[src/rtl/spm_arbiter.sv]
// Round-robin arbiter sharing one serial-parallel multiplier among NREQ requesters.
// Optional RUN-state watchdog enabled by defining SPM_ARB_TIMEOUT_EN.
module spm_arbiter #(
    parameter int WIDTH   = 32,
    parameter int NREQ    = 4,
    parameter int TIMEOUT = 2*WIDTH+8
) (
    input  logic                  clk,
    input  logic                  rst,
    input  logic [NREQ-1:0]       req,
    input  logic [NREQ*WIDTH-1:0] a_in,
    input  logic [NREQ*WIDTH-1:0] b_in,
    output logic [NREQ-1:0]       gnt,
    output logic [NREQ-1:0]       rsp_valid,
    output logic [2*WIDTH-1:0]    rsp_prod,
    output logic                  rsp_err,
    output logic                  busy,
    output logic                  spm_start,
    output logic [WIDTH-1:0]      spm_mc,
    output logic [WIDTH-1:0]      spm_mp,
    input  logic                  spm_done,
    input  logic [2*WIDTH-1:0]    spm_prod
);

    localparam int IW = $clog2(NREQ);

    localparam logic [1:0] S_IDLE = 2'd0;
    localparam logic [1:0] S_RUN  = 2'd1;
    localparam logic [1:0] S_RESP = 2'd2;

    logic [1:0]         state_q, state_d;
    logic [IW-1:0]      last_q, last_d;
    logic [WIDTH-1:0]   mc_q, mc_d, mp_q, mp_d;
    logic [2*WIDTH-1:0] prod_q, prod_d;
    logic [IW-1:0]      win_idx, cand;
    logic               found;

`ifdef SPM_ARB_TIMEOUT_EN
    localparam int TW = $clog2(TIMEOUT + 1);
    logic [TW-1:0] tmo_q, tmo_d;
    logic          err_q, err_d;
`else
    logic unused_timeout;
    assign unused_timeout = |TIMEOUT;
`endif

    // Search starts one past the previous winner so every requester gets a turn.
    always_comb begin
        found   = 1'b0;
        win_idx = last_q;
        cand    = '0;
        for (int i = 1; i <= NREQ; i++) begin
            cand = IW'((int'(last_q) + i) % NREQ);
            if (!found && req[cand]) begin
                found   = 1'b1;
                win_idx = cand;
            end
        end
    end

    always_comb begin
        state_d = state_q;
        last_d  = last_q;
        mc_d    = mc_q;
        mp_d    = mp_q;
        prod_d  = prod_q;
`ifdef SPM_ARB_TIMEOUT_EN
        tmo_d   = tmo_q;
        err_d   = err_q;
`endif
        case (state_q)
            S_IDLE: begin
                if (found) begin
                    state_d = S_RUN;
                    last_d  = win_idx;
                    mc_d    = a_in[int'(win_idx)*WIDTH +: WIDTH];
                    mp_d    = b_in[int'(win_idx)*WIDTH +: WIDTH];
`ifdef SPM_ARB_TIMEOUT_EN
                    tmo_d   = '0;
                    err_d   = 1'b0;
`endif
                end
            end
            S_RUN: begin
                if (spm_done) begin
                    prod_d  = spm_prod;
                    state_d = S_RESP;
`ifdef SPM_ARB_TIMEOUT_EN
                    err_d   = 1'b0;
                end else if (tmo_q == TW'(TIMEOUT - 1)) begin
                    prod_d  = '0;
                    err_d   = 1'b1;
                    state_d = S_RESP;
                end else begin
                    tmo_d   = tmo_q + TW'(1);
`endif
                end
            end
            S_RESP:  state_d = S_IDLE;
            default: state_d = S_IDLE;
        endcase
    end

    always_ff @(posedge clk or posedge rst) begin
        if (rst) begin
            state_q <= S_IDLE;
            last_q  <= IW'(NREQ - 1);
            mc_q    <= '0;
            mp_q    <= '0;
            prod_q  <= '0;
`ifdef SPM_ARB_TIMEOUT_EN
            tmo_q   <= '0;
            err_q   <= 1'b0;
`endif
        end else begin
            state_q <= state_d;
            last_q  <= last_d;
            mc_q    <= mc_d;
            mp_q    <= mp_d;
            prod_q  <= prod_d;
`ifdef SPM_ARB_TIMEOUT_EN
            tmo_q   <= tmo_d;
            err_q   <= err_d;
`endif
        end
    end

    // Grant is combinational from req, so it is gated by rst to stay quiet during reset.
    assign gnt       = (state_q == S_IDLE && found && !rst) ? (NREQ'(1) << win_idx) : '0;
    assign rsp_valid = (state_q == S_RESP) ? (NREQ'(1) << last_q) : '0;
    assign rsp_prod  = prod_q;
    assign busy      = (state_q != S_IDLE);
    assign spm_start = (state_q == S_RUN);
    assign spm_mc    = mc_q;
    assign spm_mp    = mp_q;
`ifdef SPM_ARB_TIMEOUT_EN
    assign rsp_err   = (state_q == S_RESP) && err_q;
`else
    assign rsp_err   = 1'b0;
`endif

endmodule

[config.mk]
export PLATFORM = sky130hd
export DESIGN_NAME = spm_arbiter
export DESIGN_NICKNAME = d
export VERILOG_FILES = /design/src/rtl/spm_arbiter.sv
export SDC_FILE = /design/constraint.sdc
export NUM_CORES = 1
export LEC_CHECK = 0
export ABC_AREA = 1
export CAP_MARGIN = 30
export CORE_AREA = 4 4 178 180
export CTS_BUF_LIST = sky130_fd_sc_hd__clkbuf_4
export CTS_CLUSTER_SIZE = 30
export DETAILED_ROUTE_END_ITERATION = 10
export DIE_AREA = 0 0 182 184
export PLACE_DENSITY = 0.69
export SETUP_SLACK_MARGIN = 0.15
export SYNTH_ARGS = -nofsm -noshare
export SYNTH_HDL_FRONTEND = slang
export SYNTH_SLANG_ARGS = --single-unit
[constraint.sdc]
create_clock -name clk -period 5.1 [get_ports clk]
set_input_delay 1.02 -clock clk [delete_from_list [all_inputs] [get_ports clk]]
set_output_delay 1.02 -clock clk [all_outputs]
set_load 0.01 [all_outputs]
Word level (Yosys, flattened, before mapping):

Cells that the tools add are included.

* bits in read-only memories: 0
* bits in registers: 132
* input bits: 327
* memories kept: 0
* logic and storage cells: 56
* latch bits: 0
* memory bits (writable): 0

* eq/ne operators: 4
* $add $sub $neg: 4
* bitwise logic cells: 0
* multipliers: 0
* $lt $le $gt $ge: 4
* reduce and logical (&&, ||, !) cells: 14
* muxes and demuxes: 21
* div/mod/pow operators: 0
* shift-type cells: 4

Operator list (count)
* $shiftx A128 B8 Y32: 2
* $lt A2 B3 Y1 const B: 4
* $mux W2: 6
* $bmux W1 S2: 4
* $mux W1: 8
* $mux W4: 2
* $shl A1 B2 Y4 const A: 2
* $reduce_and A2 Y1: 3
* $logic_and A1 B1 Y1: 5
* $add A2 B1 Y2 const B: 2
* $add A2 B2 Y2 const B: 2
* $logic_not A1 Y1: 4
* $pmux W2 S2: 1
* $eq A2 B1 Y1 const B: 1
* $eq A2 B2 Y1 const B: 1
* $logic_not A2 Y1: 1
* $ne A2 B1 Y1 const B: 1
* $ne A2 B2 Y1 const B: 1
* $reduce_bool A2 Y1: 1

Longest topological paths before layout:

Gate-level depths: netlist of run 1.

* word-level depth: 16
* mapped depth: 16

Least setup slack after synthesis of run 1:

No wires, ideal clock.

* kind: input -> output
* start: input rst
* end: output gnt[0]
* path slack: -0.585 ns
* buffers on the path: 0
* cell stages on the path: 3
* arrival time: 4.665 ns
* required time: 4.080 ns
* path through: inv_1 nand3_1 nor3_1

* cells in the longest elaborated chain, start to end: 3

Ends and longest elaborated chain
* start, declared: line 9 `input logic rst,`
* $logic_not A1 Y1: line 129 `assign gnt = (state_q == S_IDLE && found && !rst) ? (NREQ'(1) << win_idx) : '0;`
* $logic_and A1 B1 Y1: line 129
* $mux W4: line 129
* end, declared: line 13 `output logic [NREQ-1:0] gnt,`

Every way passes these cells.

Worst setup path after layout of run 1:

* start: register last_q[0]
* end: output gnt[3]

* cells in the longest elaborated chain, start to end: 16
* elaborated cells between the ends (all ways): 30
* classes of those cells: add/sub (4); shift (1); mux (17); reduce/logical (8)

Ends and longest elaborated chain
* start, declared: line 32 `logic [IW-1:0] last_q, last_d;`
* start signal, assigned: line 107 `last_q <= IW'(NREQ - 1);`
* start signal, assigned: line 117 `last_q <= last_d;`
* $add A2 B1 Y2: line 53 `cand = IW'((int'(last_q) + i) % NREQ);`
* $bmux W1 S2: line 54 `if (!found && req[cand]) begin`
* $mux W1 (implied by the code): line 54
* $mux W1: line 54
* $logic_not A1 Y1: line 54
* $logic_and A1 B1 Y1: line 54
* $mux W1: line 54
* $logic_not A1 Y1: line 54
* $logic_and A1 B1 Y1: line 54
* $mux W1: line 54
* $logic_not A1 Y1: line 54
* $logic_and A1 B1 Y1: line 54
* $mux W1: line 54
* $logic_and A1 B1 Y1 (2 in series): line 129
* $mux W4 *: line 129

Mark *: on every way between the ends. The rest lies on a longest branch, timed or not. The select of a mux whose other input is x is not followed.

==> results.sh, run 1 <==
export IMPL_cts_resized=0
export IMPL_synth_fa_ha_area_share_pct=0.6488
export IMPL_worstPathArrival_ns=3.49
export IMPL_hold_path_end="rsp_prod[29]"
export IMPL_ys_types=25
export IMPL_switchingPower_mw=4.463
export IMPL_cp_start_kind="register"
export IMPL_drtIter0Drc=476
export IMPL_pre_cts_slack_ns=0.7146
export IMPL_period_minus_slack_ns=4.513
export IMPL_path_cells="inv_4 -> ha_1 -> inv_1 -> nand2_1 -> nand2_2 -> nand2_2 -> nand2_2 -> nand2_4 -> nand2_2 -> inv_1 -> nor3_1 -> clkdlybuf4s50_1"
export IMPL_power_density_nw_per_um2=683.4
export IMPL_fmax_ghz=0.2216
export IMPL_first_pass_iters=5
export IMPL_die_h_um=184
export IMPL_mostFrequentLayoutCells="599 x nand2_1, 464 x clkdlybuf4s50_1, 265 x nand3_1"
export IMPL_cts_tree="yes"
export IMPL_clk_latency_ns=0.57
export IMPL_grt_use_total_pct=19.30
export IMPL_finalSetupViolations=0
export IMPL_drive_above_1_share_pct=4.676
export IMPL_hold_viol=0
export IMPL_antenna_found_initial=1
export IMPL_p_sw_share_pct=50.88
export IMPL_whs_path_depth=2
export IMPL_reg2reg_from="last_q[0]"
export IMPL_cp_required_ns=4.08
export IMPL_synthMuxAreaShare_pct=0
export IMPL_grt_pass1_vias=8983
export IMPL_p_int_mw=4.308
export IMPL_finalPower_mw=8.771
export IMPL_dp_hpwl_um=24640
export IMPL_worst_setup_path_type="reg2out"
export IMPL_core_area_um2=30190
export IMPL_mostFrequentLayoutCell="nand2_1"
export IMPL_finalCritPeriodShare_pct=88.49
export IMPL_slew_headroom_pct=42.10
export IMPL_grt_pass1_wl_um=51210
export IMPL_combPwrFrac_pct=69.2
export IMPL_cts_hold_buf=0
export IMPL_synth_simple_area_share_pct=48.56
export IMPL_synth_area_per_cell_um2=6.814
export IMPL_leakagePower_nw=6.119
export IMPL_ant_nets=0
export IMPL_crit_fanout=16
export IMPL_drv_slew=0
export IMPL_reg2reg_slack_ns=1.51
export IMPL_synth_cell_area_um2=7714
export IMPL_cts_htree_levels=4
export IMPL_critPathSlowestCell="dfstp_2"
export IMPL_slowest_delay_ns=0.71
export IMPL_timing_final_ws_setup_ns=0.5872
export IMPL_final_nets=1879
export IMPL_p_seq_share_pct=21.5
export IMPL_syn_num_nets=1463
export IMPL_ys_seq_area_share_pct=42.85
export IMPL_syn_to_final_growth_pct=66.38
export IMPL_tightest_slew_ns=0.8686
export IMPL_drcViolationCount=0
export IMPL_end_kind="output port"
export IMPL_cts_sinks=132
export IMPL_hold_path_startpoint="rsp_prod[29]"
export IMPL_cts_buffers=17
export IMPL_min_path_type="reg2reg"
export IMPL_io_pins=466
export IMPL_setup_tns_ns=0
export IMPL_outcome="finished, final reports clean"
export IMPL_grt_start_max_net_pins=80
export IMPL_placed_area_um2=12520
export IMPL_p_clk_share_pct=9.3
export IMPL_vias_per_cell=4.679
export IMPL_synth_compound_area_share_pct=0.3406
export IMPL_start_util_pct=25.55
export IMPL_die_area_um2=33490
export IMPL_routed_wl_um=33750
export IMPL_overflow=0
export IMPL_synthXorXnorAreaFrac_pct=0
export IMPL_yosysWarnings=0
export IMPL_r2r_cells=13
export IMPL_post_cts_buffers=0
export IMPL_clk_path_buf_depth=2
export IMPL_io_buffer_count=464
export IMPL_finish_instance_area_um2=12830
export IMPL_ys_ff_latch=132
export IMPL_routedWlPerCell_um=17.24
export IMPL_syn_inst=1132
export IMPL_rows=64
export IMPL_synth_top_family_by_area="simple AND/OR/NAND/NOR gates"
export IMPL_fp_dieW_um=182
export IMPL_cap_viol_max_count=0
export IMPL_place_gp_congestion=0.8726
export IMPL_clock_skew_ns=0.02301
export IMPL_cts_reportedPaths_clkPinSlew_ns=0.13
export IMPL_peakVddDrop_mv=0.4786
export IMPL_rsz0062_at_grt="no"
export IMPL_crit_top_cell="nand2_2"
export IMPL_r2r_end="spm_mp[22]"
export IMPL_vias=9162
export IMPL_root_buffer="clkbuf_4"
layer usage:
layer | GRT usage (%) | share of wire, %
met5 | 0 | 0
met4 | 6.665 | 2.8
met3 | 6.609 | 9.3
met2 | 32.48 | 48
met1 | 23.12 | 40
flip-flops by register name, indices dropped and copies added, names as in the netlist:
register and cells:
last_q 2, rsp_prod 64, spm_mc 32, spm_mp 32, state_q 2
per-stage QoR:
stage          util [%]  instances  hold slack, ns
2_1_floorplan         -       1132          0.4742
3_3_place_gp      41.40       1924          0.4608
3_5_place_dp      41.47       1925          0.4637
4_1_cts           42.50       1957          0.4996
5_1_grt           42.51       1958          0.5217
6_report          42.51       1958          0.4934
synthesized netlist by cell type:
cell / number / area [um2]
inv_1: 14 / 52.55
conb_1: 1 / 3.750
nand3_2: 4 / 40.04
o21ai_1: 1 / 5.000
inv_4: 1 / 6.260
buf_2: 37 / 185.2
dfrtp_1: 130 / 3253
o31ai_1: 1 / 7.510
dfstp_2: 2 / 52.55
nand2_2: 8 / 50.05
clkbuf_1: 13 / 48.80
nor3_1: 4 / 20.02
nor2_4: 1 / 11.26
nand2_4: 1 / 11.26
nor2_2: 2 / 12.51
buf_6: 13 / 146.4
a21oi_2: 1 / 8.760
buf_1: 4 / 15.01
nand3_1: 265 / 1326
o21ai_0: 1 / 5.000
ha_1: 4 / 50.05
nand2_1: 600 / 2252
buf_4: 16 / 120.1
inv_2: 2 / 7.510
nor2_1: 6 / 22.52
power by group through the flow:
stage / Clock (mW) / Combinational (mW) / Sequential [mW]
after global routing: 0.909 / 6.78 / 1.95
final: 0.815 / 6.07 / 1.89
after detailed placement: 0 / 6.18 / 1.89
after floorplan: 0 / 3.74 / 2.09
after CTS: 0.862 / 6.20 / 1.89
after global placement: 0 / 6.13 / 1.88
worst max-delay path, delay by kind of cell (launching register included):
kind | cells | cell delay [ns]
simple gates | 7 | 0.93
flops | 1 | 0.71
buf+inv | 4 | 0.93
fa+ha+maj | 1 | 0.36
worst max-delay path by stage:
stage / cells after the start / from / end / slack, ns
3_5_place_dp: 12 / req[1] / gnt[3] / 0.71
4_1_cts: 12 / last_q[0] / gnt[3] / 0.48
5_1_grt: 12 / last_q[0] / gnt[3] / 0.25
2_1_floorplan: 3 / rst / gnt[0] / 0.52
3_3_place_gp: 12 / req[0] / gnt[3] / 0.79
6_report: 12 / last_q[0] / gnt[3] / 0.59
logic make-up (layout without fill, tap and decap cells):
kind of cell	after synthesis	in the layout
simple gates	891	891
flops	132	132
buf+inv	100	529
fa+ha+maj	4	4
compound gates	4	4
other cells	1	2
area by class of cell:
| cell class | count | area, um2 |
|---|---|---|
| Tap cell | 396 | 495.5 |
| Clock inverter | 14 | 176.4 |
| Antenna cell | 1 | 2.502 |
| Timing Repair Buffer | 480 | 4802 |
| Fill cell | 3054 | 17360 |
| Multi-Input combinational cell | 900 | 3846 |
| Clock buffer | 18 | 135.1 |
| Inverter | 17 | 70.07 |
| Sequential cell | 132 | 3306 |
No activity file was read; power rests on OpenSTA's default activity.
==> inputs of run 2 (changes only) <==
--- a/config.mk
+++ b/config.mk
@@ -12,8 +12,9 @@
 export CTS_CLUSTER_SIZE = 30
 export DETAILED_ROUTE_END_ITERATION = 10
 export DIE_AREA = 0 0 182 184
-export PLACE_DENSITY = 0.69
+export PLACE_DENSITY = 0.61
 export SETUP_SLACK_MARGIN = 0.15
+export SKIP_CTS_REPAIR_TIMING = 1
 export SYNTH_ARGS = -nofsm -noshare
 export SYNTH_HDL_FRONTEND = slang
 export SYNTH_SLANG_ARGS = --single-unit
==> results.sh, run 2 (synthesis gave the netlist of run 1 again) <==
export IMPL_outcome="finished, final reports clean"
export IMPL_dp_hpwl_um=25640
export IMPL_peakVddDrop_mv=0.4973
export IMPL_hold_path_startpoint="rsp_prod[11]"
export IMPL_io_buffer_count=464
export IMPL_cp_required_ns=4.08
export IMPL_finalSetupViolations=0
export IMPL_cts_sinks=132
export IMPL_root_buffer="clkbuf_4"
export IMPL_overflow=0
export IMPL_die_h_um=184
export IMPL_stdcell_count=1965
export IMPL_setup_tns_ns=0
export IMPL_drtIter0Drc=470
export IMPL_rows=64
export IMPL_dp_cells=1928
export IMPL_first_pass_iters=5
export IMPL_cp_start_kind="register"
export IMPL_crit_fanout=10
export IMPL_end_kind="output port"
export IMPL_worst_setup_path_type="reg2out"
export IMPL_finalCritPeriodShare_pct=90.72
export IMPL_grt_start_max_net_pins=96
export IMPL_cts_reportedPaths_clkPinSlew_ns=0.13
export IMPL_cts_tree="yes"
export IMPL_slowest_delay_ns=0.71
export IMPL_mostFrequentLayoutCell="nand2_1"
export IMPL_mostFrequentLayoutCells="599 x nand2_1, 464 x clkdlybuf4s50_1, 265 x nand3_1"
export IMPL_startpoint="last_q[0]"
export IMPL_drcViolationCount=0
export IMPL_vias=9089
export IMPL_die_area_um2=33490
export IMPL_start_util_pct=25.55
export IMPL_rsz0062_at_grt="no"
export IMPL_antenna_found_initial=2
export IMPL_clk_path_buf_depth=2
export IMPL_place_gp_congestion=0.8791
export IMPL_power_density_nw_per_um2=690.5
export IMPL_reg2reg_from="last_q[0]"
export IMPL_grt_pass1_wl_um=52750
export IMPL_core_area_um2=30190
export IMPL_routedWlPerCell_um=17.95
export IMPL_cts_htree_levels=4
export IMPL_cap_viol_max_count=0
export IMPL_worst_path_buf_inv=5
export IMPL_critPathSlowestCell="dfstp_2"
export IMPL_hold_worst_slack_ns=0.4911
export IMPL_clock_skew_ns=0.02409
export IMPL_clk_latency_ns=0.55
export IMPL_vias_per_cell=4.625
export IMPL_grt_use_total_pct=19.98
export IMPL_leakagePower_nw=6.172
export IMPL_hold_viol=0
export IMPL_routed_wl_um=35270
export IMPL_io_pins=466
export IMPL_finalPower_mw=8.939
export IMPL_slew_headroom_pct=33.40
export IMPL_ant_nets=0
export IMPL_tightest_slew_ns=0.9991
export IMPL_critical_path_top_delay_family="buffers and inverters"
export IMPL_crit_top_cell="nand2_2"
export IMPL_nFillCells=3126
export IMPL_path_cells="inv_4 -> ha_1 -> inv_1 -> nand3_1 -> nand2_2 -> inv_2 -> nand2_2 -> nand2_4 -> nand2_2 -> inv_1 -> nor3_1 -> clkdlybuf4s50_1"
export IMPL_syn_to_final_growth_pct=67.83
export IMPL_worstPathArrival_ns=3.61
export IMPL_fmax_ghz=0.2161
export IMPL_largest_reg_flops=64
export IMPL_drive_above_1_share_pct=4.981
export IMPL_min_path_type="reg2reg"
export IMPL_cts_buffers=17
export IMPL_period_minus_slack_ns=4.627
export IMPL_final_nets=1884
export IMPL_drv_slew=0
export IMPL_fp_dieW_um=182
export IMPL_grt_pass1_vias=9098
-- run 2: per-layer routing --
layer  up-vias  part of all wire [%]  track usage [%]
met5         -                     0                0
met4         0                   1.2            4.053
met3        26                    10            7.835
met2       375                    49            34.34
met1      4241                    39            23.91
li1       4447                     -                -
-- run 2: path summary, 6_finish.rpt --
check                               endpoint  slack (ns)  cells past startpoint
worst max register to register    spm_mc[30]        1.56                     14
min in group asynchronous       rsp_prod[40]        1.12                      3
max in group asynchronous          spm_mc[3]        2.97                      5
worst min-delay path            rsp_prod[11]        0.49                      2
worst min register to register  rsp_prod[11]        0.49                      2
worst max-delay path                  gnt[1]        0.47                     12
-- run 2: tightest hold or removal path: stages (launching register included) --
cell	delay, ns
dfrtp_1	0.36
nand2_1	0.05
nand2_1	0.06
-- run 2: cell type report --
type / count / area [um2] / share of cell area [%]
flip-flops and latches: 132 / 3306 / 25.53
repair buffers: 485 / 4880 / 37.69
multi-input cells: 900 / 3846 / 29.71
clock inverters: 13 / 198.9 / 1.537
inverters: 17 / 70.07 / 0.5412
well taps: 396 / 495.5 / 3.827
diodes: 3 / 7.507 / 0.05799
clock buffers: 19 / 142.6 / 1.102
-- run 2: through the flow --
stage / util (%) / worst slack [ns] / cell area [um2]
after global placement: 41.48 / 0.6613 / 12520
after detailed placement: 41.55 / 0.6210 / 12540
after global routing: 42.88 / 0.2298 / 12950
after floorplan: - / 0.5245 / 7717
final: 42.88 / 0.4734 / 12950
after CTS: 42.68 / 0.3465 / 12880
-- run 2: power by group --
| group | switching (mW) | internal (mW) | total, mW |
|---|---|---|---|
| clock | 0.463 | 0.409 | 0.872 |
| sequential | 0.298 | 1.59 | 1.89 |
| combinational | 3.75 | 2.43 | 6.18 |
==> inputs of run 3 (changes only) <==
--- a/config.mk
+++ b/config.mk
@@ -9,10 +9,10 @@
 export CAP_MARGIN = 30
 export CORE_AREA = 4 4 178 180
 export CTS_BUF_LIST = sky130_fd_sc_hd__clkbuf_4
+export CTS_CLUSTER_DIAMETER = 30
 export CTS_CLUSTER_SIZE = 30
 export DETAILED_ROUTE_END_ITERATION = 10
 export DIE_AREA = 0 0 182 184
-export PLACE_DENSITY = 0.61
 export SETUP_SLACK_MARGIN = 0.15
 export SKIP_CTS_REPAIR_TIMING = 1
 export SYNTH_ARGS = -nofsm -noshare
==> results.sh, run 3 (synthesis gave the netlist of run 1 again) <==
export IMPL_mostFrequentLayoutCells="599 x nand2_1, 464 x clkdlybuf4s50_1, 265 x nand3_1"
export IMPL_clk_latency_ns=0.56
export IMPL_cp_start_kind="register"
export IMPL_drtIter0Drc=391
export IMPL_die_h_um=184
export IMPL_r2r_end="spm_mc[31]"
export IMPL_overflow=0
export IMPL_power_density_nw_per_um2=686.8
export IMPL_cap_viol_max_count=0
export IMPL_antenna_found_initial=1
export IMPL_r2r_cells=14
export IMPL_largest_reg_flops=64
export IMPL_hold_viol=0
export IMPL_worst_setup_path_type="reg2out"
export IMPL_tightest_slew_ns=0.9073
export IMPL_syn_to_final_growth_pct=66.73
export IMPL_ant_nets=0
export IMPL_routed_wl_um=35560
export IMPL_slew_headroom_pct=39.51
export IMPL_grt_pass1_wl_um=53540
export IMPL_cts_reportedPaths_clkPinSlew_ns=0.13
export IMPL_hold_path_end="rsp_prod[9]"
export IMPL_worstPathArrival_ns=3.36
export IMPL_setup_tns_ns=0
export IMPL_die_area_um2=33490
export IMPL_clk_path_buf_depth=2
export IMPL_root_buffer="clkbuf_4"
export IMPL_cts_tree="yes"
export IMPL_end_kind="output port"
export IMPL_drcViolationCount=0
export IMPL_final_nets=1881
export IMPL_drv_slew=0
export IMPL_vias_per_cell=4.648
export IMPL_fmax_ghz=0.2284
export IMPL_peakVddDrop_mv=0.4084
export IMPL_fp_dieW_um=182
export IMPL_utilization_pct=42.60
export IMPL_rsz0062_at_grt="no"
export IMPL_reg2reg_from="last_q[0]"
export IMPL_routedWlPerCell_um=18.13
export IMPL_min_path_type="reg2reg"
export IMPL_cts_sinks=132
export IMPL_dp_hpwl_um=25810
export IMPL_place_gp_congestion=0.8642
export IMPL_cts_buffers=17
export IMPL_io_buffer_count=464
export IMPL_reg2reg_slack_ns=1.56
export IMPL_period_minus_slack_ns=4.378
export IMPL_core_area_um2=30190
export IMPL_start_util_pct=25.55
export IMPL_mostFrequentLayoutCell="nand2_1"
export IMPL_grt_use_total_pct=20.39
export IMPL_first_pass_iters=5
export IMPL_vias=9114
export IMPL_whs_path_depth=2
export IMPL_clock_skew_ns=0.01910
export IMPL_outcome="finished, final reports clean"
export IMPL_grt_pass1_vias=9098
export IMPL_crit_fanout=10
export IMPL_leakagePower_nw=6.130
export IMPL_grt_start_max_net_pins=77
export IMPL_finalSetupViolations=0
export IMPL_rows=64
export IMPL_cp_required_ns=4.08
export IMPL_finalCritPeriodShare_pct=85.84
export IMPL_hold_path_startpoint="rsp_prod[9]"
export IMPL_io_pins=466
export IMPL_cts_htree_levels=4
export IMPL_drive_above_1_share_pct=4.798
run 3: critical path: stages (launching register included):
cell	delay, ns
dfstp_2	0.72
inv_4	0.11
ha_1	0.36
inv_1	0.09
nand3_1	0.12
nand2_2	0.08
inv_2	0.12
nand3_2	0.08
nand2_1	0.07
nand2_1	0.18
nor3_1	0.29
clkdlybuf4s50_1	0.59
run 3: through the flow:
| step | cell area (um2) | std cells | worst slack (ns) | hold WS, ns | total power [mW] |
|---|---|---|---|---|---|
| after detailed placement | 12540 | 1926 | 0.8130 | 0.4649 | 8.179 |
| after global routing | 12860 | 1961 | 0.4538 | 0.5114 | 9.709 |
| final | 12860 | 1961 | 0.7221 | 0.4973 | 8.834 |
| after CTS | 12830 | 1958 | 0.5737 | 0.5015 | 9.006 |
| after global placement | 12520 | 1925 | 0.8645 | 0.4618 | 8.120 |
| after floorplan | 7717 | 1132 | 0.5245 | 0.4742 | 5.825 |
run 3: layer usage:
| layer | share of wire, % | wire length [um] | vias up | global-route usage, % |
|---|---|---|---|---|
| met5 | 0 | 0 | - | 0 |
| met4 | 2.3 | 821 | 0 | 6.364 |
| met3 | 10 | 3564 | 44 | 7.875 |
| met2 | 48 | 17210 | 417 | 34.00 |
| met1 | 39 | 13960 | 4213 | 24.40 |
| li1 | - | - | 4440 | - |
run 3: how the worst max path moves through the flow:
| stage | startpoint | endpoint | slack (ns) |
|---|---|---|---|
| final | last_q[0] | gnt[0] | 0.72 |
| after global placement | req[0] | gnt[3] | 0.86 |
| after floorplan | rst | gnt[0] | 0.52 |
| after CTS | last_q[0] | gnt[2] | 0.57 |
| after global routing | last_q[0] | gnt[0] | 0.45 |
| after detailed placement | req[0] | gnt[1] | 0.81 |
run 3: area by class of cell:
| cell class | instances | area [um2] |
|---|---|---|
| multi-input cells | 900 | 3846 |
| flip-flops and latches | 132 | 3306 |
| clock buffers | 18 | 135.1 |
| clock inverters | 14 | 153.9 |
| fillers | 3099 | 17330 |
| inverters | 17 | 70.07 |
| well taps | 396 | 495.5 |
| diodes | 2 | 5.005 |
| repair buffers | 482 | 4850 |
run 3: where the power goes:
part           leakage [nW]  total (mW)  switching [mW]  internal, mW
registers              1.64        1.89           0.305          1.59
clock network         0.149       0.767           0.465         0.301
logic                  4.34        6.17            3.77          2.41
